### config.mk
export PLATFORM = sky130hd
export DESIGN_NAME = serv_mem_sched
export DESIGN_NICKNAME = d
export VERILOG_FILES = /design/src/rtl/serv_mem_sched_pkg.sv /design/src/rtl/serv_mem_sched_tmo.sv /design/src/rtl/serv_mem_sched.sv
export SDC_FILE = /design/constraint.sdc
export NUM_CORES = 1
export LEC_CHECK = 0
export BUFFER_PORTS_ARGS = -buffer_cell sky130_fd_sc_hd__buf_2
export CAP_MARGIN = 40
export CORE_AREA = 2 2 107 109
export DETAILED_ROUTE_END_ITERATION = 10
export DIE_AREA = 0 0 109 111
export HOLD_SLACK_MARGIN = 0.05
export PLACE_DENSITY = 0.51
export SLEW_MARGIN = 0
export SYNTH_ARGS = -nofsm -noshare
export SYNTH_HDL_FRONTEND = slang
export SYNTH_HIERARCHICAL = 1
export SYNTH_SLANG_ARGS = --single-unit
### constraint.sdc
create_clock -name i_clk -period 1.9 [get_ports i_clk]
set_input_delay 0.285 -clock i_clk [delete_from_list [all_inputs] [get_ports i_clk]]
set_output_delay 0.285 -clock i_clk [all_outputs]
set_load 0.005 [all_outputs]
### src/rtl/serv_mem_sched_pkg.sv
// Shared types and constants for the SERV single-port memory scheduler.
package serv_mem_sched_pkg;

  typedef enum logic [1:0] {
    IDLE  = 2'd0,
    GNT_I = 2'd1,
    GNT_D = 2'd2
  } state_t;

  localparam logic [3:0] SERV_MEM_SCHED_SEL_ALL = 4'hf;

endpackage

### src/rtl/serv_mem_sched_tmo.sv
// Watchdog cycle counter: cleared by i_clr, counts while i_en, flags when the count reaches TMO_CYCLES.
module serv_mem_sched_tmo #(
  parameter int TMO_CYCLES = 1023,
  parameter int TMO_W      = 10
) (
  input  logic i_clk,
  input  logic i_rst,
  input  logic i_clr,
  input  logic i_en,
  output logic o_expired
);

  logic [TMO_W-1:0] cnt;

  always_ff @(posedge i_clk) begin
    if (i_rst || i_clr)
      cnt <= '0;
    else if (i_en && !o_expired)
      cnt <= cnt + TMO_W'(1);
  end

  assign o_expired = (cnt == TMO_W'(TMO_CYCLES));

endmodule

### src/rtl/serv_mem_sched.sv
// Shares one Wishbone-classic port between SERV ibus and dbus; dbus wins ties, grant is registered.
// Optional watchdog enabled by defining SERV_MEM_SCHED_TMO_EN.
module serv_mem_sched
  import serv_mem_sched_pkg::*;
#(
  parameter int TMO_CYCLES = 1023,
  parameter int TMO_W      = 10
) (
  input  logic        i_clk,
  input  logic        i_rst,
  input  logic [31:0] i_ibus_adr,
  input  logic        i_ibus_cyc,
  output logic [31:0] o_ibus_rdt,
  output logic        o_ibus_ack,
  input  logic [31:0] i_dbus_adr,
  input  logic [31:0] i_dbus_dat,
  input  logic [3:0]  i_dbus_sel,
  input  logic        i_dbus_we,
  input  logic        i_dbus_cyc,
  output logic [31:0] o_dbus_rdt,
  output logic        o_dbus_ack,
  output logic [31:0] o_wb_adr,
  output logic [31:0] o_wb_dat,
  output logic [3:0]  o_wb_sel,
  output logic        o_wb_we,
  output logic        o_wb_cyc,
  input  logic [31:0] i_wb_rdt,
  input  logic        i_wb_ack,
  output logic        o_busy,
  output logic        o_tmo
);

  state_t state;
  logic   gnt_i, gnt_d, grant;
  logic   expire, term;

  assign gnt_i = (state == GNT_I);
  assign gnt_d = (state == GNT_D);
  assign grant = gnt_i || gnt_d;

`ifdef SERV_MEM_SCHED_TMO_EN
  logic tmo_hit;

  // Counter sits at zero while idle, so it reads 0 in the first grant cycle.
  serv_mem_sched_tmo #(
    .TMO_CYCLES(TMO_CYCLES),
    .TMO_W     (TMO_W)
  ) u_tmo (
    .i_clk    (i_clk),
    .i_rst    (i_rst),
    .i_clr    (!grant),
    .i_en     (grant && !i_wb_ack),
    .o_expired(tmo_hit)
  );

  assign expire = grant && tmo_hit && !i_wb_ack;
  assign o_tmo  = expire && !i_rst;
`else
  logic unused_tmo_cfg;
  assign unused_tmo_cfg = ^{TMO_CYCLES, TMO_W};
  assign expire = 1'b0;
  assign o_tmo  = 1'b0;
`endif

  assign term = i_wb_ack || expire;

  always_ff @(posedge i_clk) begin
    if (i_rst) begin
      state <= IDLE;
    end else begin
      case (state)
        IDLE: begin
          if (i_dbus_cyc)      state <= GNT_D;
          else if (i_ibus_cyc) state <= GNT_I;
        end
        GNT_I:   if (term || !i_ibus_cyc) state <= IDLE;
        GNT_D:   if (term || !i_dbus_cyc) state <= IDLE;
        default: state <= IDLE;
      endcase
    end
  end

  // Acks pass straight through from the slave, gated by the registered grant.
  assign o_ibus_ack = gnt_i && term && !i_rst;
  assign o_dbus_ack = gnt_d && term && !i_rst;
  assign o_ibus_rdt = i_wb_rdt;
  assign o_dbus_rdt = i_wb_rdt;
  assign o_busy     = (state != IDLE);

  always_comb begin
    o_wb_cyc = grant;
    o_wb_adr = '0;
    o_wb_dat = '0;
    o_wb_sel = '0;
    o_wb_we  = 1'b0;
    if (gnt_d) begin
      o_wb_adr = i_dbus_adr;
      o_wb_dat = i_dbus_dat;
      o_wb_sel = i_dbus_sel;
      o_wb_we  = i_dbus_we;
    end else if (gnt_i) begin
      o_wb_adr = i_ibus_adr;
      o_wb_sel = SERV_MEM_SCHED_SEL_ALL;
    end
  end

endmodule

==> impl_metrics.json <==
{
  "status": "completed",
  "viasPerCell": 3.69,
  "synthMuxAreaShare": 0,
  "finalSetupViolations": 0,
  "cts_buffers": 3,
  "finClkSkew_ns": 0.000464,
  "synth.most_common_cell": "nand2_1",
  "ys_types": 21,
  "final_area_um2": 2060,
  "wl_per_cell_um": 11.5,
  "hold_viol": 0,
  "final_nets": 489,
  "place_hpwl_um": 4850,
  "fp.dieW_um": 109,
  "fillers": 1256,
  "cp-end-kind": "primary output",
  "grt_max_degree": 72,
  "placed_cells": 485,
  "grt_pass1_vias": 1732,
  "critPathArrivalTime_ns": 1.46,
  "synth_top_family_by_area": "buffers and inverters",
  "num_rows": 39,
  "synthAdderAreaFrac": 0.0357,
  "leakage_nw": 1.19,
  "critPathLaunchType": "flip-flop",
  "antenna_cells": 0,
  "synthSimpleGateAreaFrac": 0.377,
  "track_usage": 0.0854,
  "fmax_mhz": 574,
  "core-area_um2": 11100,
  "netlist_area_um2": 1400,
  "cp_max_fo": 27,
  "die-area_um2": 12100,
  "vias": 1803,
  "clkTransAtPathRegs_ns": 0.03,
  "setup_tns_ns": 0,
  "synth-seq-area-share": 0.0285,
  "clockRootBuffer": "clkbuf_16",
  "maxCapViolations": 0,
  "cts_buffer_depth": 2,
  "drcViolationCount": 0,
  "ant_nets": 0,
  "drt_pass1_iterations": 4,
  "synth-edff-count": 0,
  "gr-total-overflow": 0,
  "synth_top_cells_by_count": "72 x nand2_1, 65 x buf_4, 33 x and2_1",
  "yosys.area.top_type": "buf_4",
  "min_path_type": "in2reg",
  "cts_tree": "done",
  "worstSetupPathType": "reg2out",
  "dpl-instance-area_um2": 1970,
  "ys.flop_type": "dfxtp_1",
  "yosys-top-cells-area": "buf_4 35%, nand2_1 19%, and2_1 15%",
  "finalCritPeriodShare": 0.916,
  "drive_above_1_share": 0.542,
  "post-route-util": 0.186,
  "yosysWarnings": 6,
  "largestRegisters": "state: 2 flops",
  "grt_pass1_wl_um": 8380,
  "pre_cts_ws_ns": 0.376,
  "gp_congestion": 0.702,
  "io_buffers": 178,
  "synth_compound_area_frac": 0.150,
  "synth_xor_area_frac": 0,
  "async_flop_share": 0,
  "p_per_area_nw_per_um2": 513,
  "worst_ep_required_time_ns": 1.62,
  "largest-register": "state",
  "htreeDepth": 1,
  "start_util": 0.127,
  "drv_slew": 0,
  "cts.sinks": 2,
  "setup_slack_ns": 0.159,
  "dr.first_iter.drc_count": 56,
  "min_period_ns": 1.74,
  "areaGrowthSynthToFinish_pct": 46.8,
  "synth.top_cell.area_share": 0.348,
  "synth_seq_cells": 2,
  "clk_latency_ns": 0.22,
  "peakVddDrop_v": 0.000250,
  "drt_wl_total_um": 5630,
  "avgSynthCellArea_um2": 5.84,
  "rsz0062_at_grt": "false",
  "antenna_found_initial": 0,
  "ctsHoldBuffers": 0,
  "largest_reg_flops": 2,
  "ioPinCount": 276,
  "die_h_um": 111,
  "fin_cells": 488,
  "syn-num-nets": 382,
  "syn_inst": 240
}
[stage by stage]
stage,hold slack [ns],total power (W)
4_1_cts,0.327,0.00107
5_1_grt,0.343,0.00116
6_report,0.328,0.00106
3_3_place_gp,0.532,0.000740
3_5_place_dp,0.552,0.000748
2_1_floorplan,0.358,0.000495
[final timing paths]
path                  from      endpoint  slack, ns  cells past startpoint
setup / recovery  state[1]  o_wb_adr[22]       0.16                      6
hold / removal       i_rst      state[0]       0.33                      2
setup reg to reg  state[1]      state[1]       0.54                      5
hold reg to reg   state[1]      state[1]       0.61                      2
[timing repair]
item                       in CTS  in global routing
setup buffers                   0                  0
setup endpoints to repair       0                  2
gates resized for setup         0                  2
[final cells by class]
class                           instances  area [µm²]  area share
Clock buffer                            3        75.1      0.0365
Sequential cell                         2        40.0      0.0194
Tap cell                              143         179      0.0869
Multi-Input combinational cell        155         808       0.392
Timing Repair Buffer                  182         946       0.459
Inverter                                3        11.3     0.00547
[layout by cell type, fill, tap and decap left out]
master and count:
o41ai_1 1, ha_1 2, and3b_1 3, clkbuf_16 3, nand2_1 72, and2_1 33
a211oi_1 2, a22oi_1 1, o21ai_0 28, conb_1 1, nand2b_1 1, dfxtp_1 2
buf_12 2, a21oi_1 1, and4b_1 1, ha_2 1, buf_2 178, ha_4 1
o21ai_1 5, inv_1 3, buf_4 2, nor4bb_1 1, o22a_1 1
[metal layers]
| metal | vias to the layer above | part of all wire | track usage |
|---|---|---|---|
| li1 | 899 | - | - |
| met1 | 777 | 0.39 | 0.0953 |
| met2 | 101 | 0.45 | 0.146 |
| met3 | 26 | 0.12 | 0.0235 |
| met4 | 0 | 0.041 | 0.0436 |
| met5 | - | 0 | 0 |
[worst max-delay path: stages, from the launching register on]
cell     delay [ns]
dfxtp_1        0.33
inv_1          0.13
ha_2           0.22
buf_12         0.17
nand2_1        0.06
o21ai_0        0.15
buf_2          0.15
[cell families (layout without fill, tap and decap cells)]
family | after synthesis | count (layout)
other cells | 1 | 1
compound gates | 39 | 39
flops | 2 | 2
simple gates | 111 | 111
buf+inv | 83 | 188
fa+ha+maj | 4 | 4
[where the power goes]
part | switching, W | internal, W | leakage, nW
Sequential | 0.00000636 | 0.0000485 | 0.0165
Combinational | 0.000346 | 0.000343 | 1.14
Clock | 0.0000455 | 0.000268 | 0.0370
No activity file was read; power rests on OpenSTA's default activity.
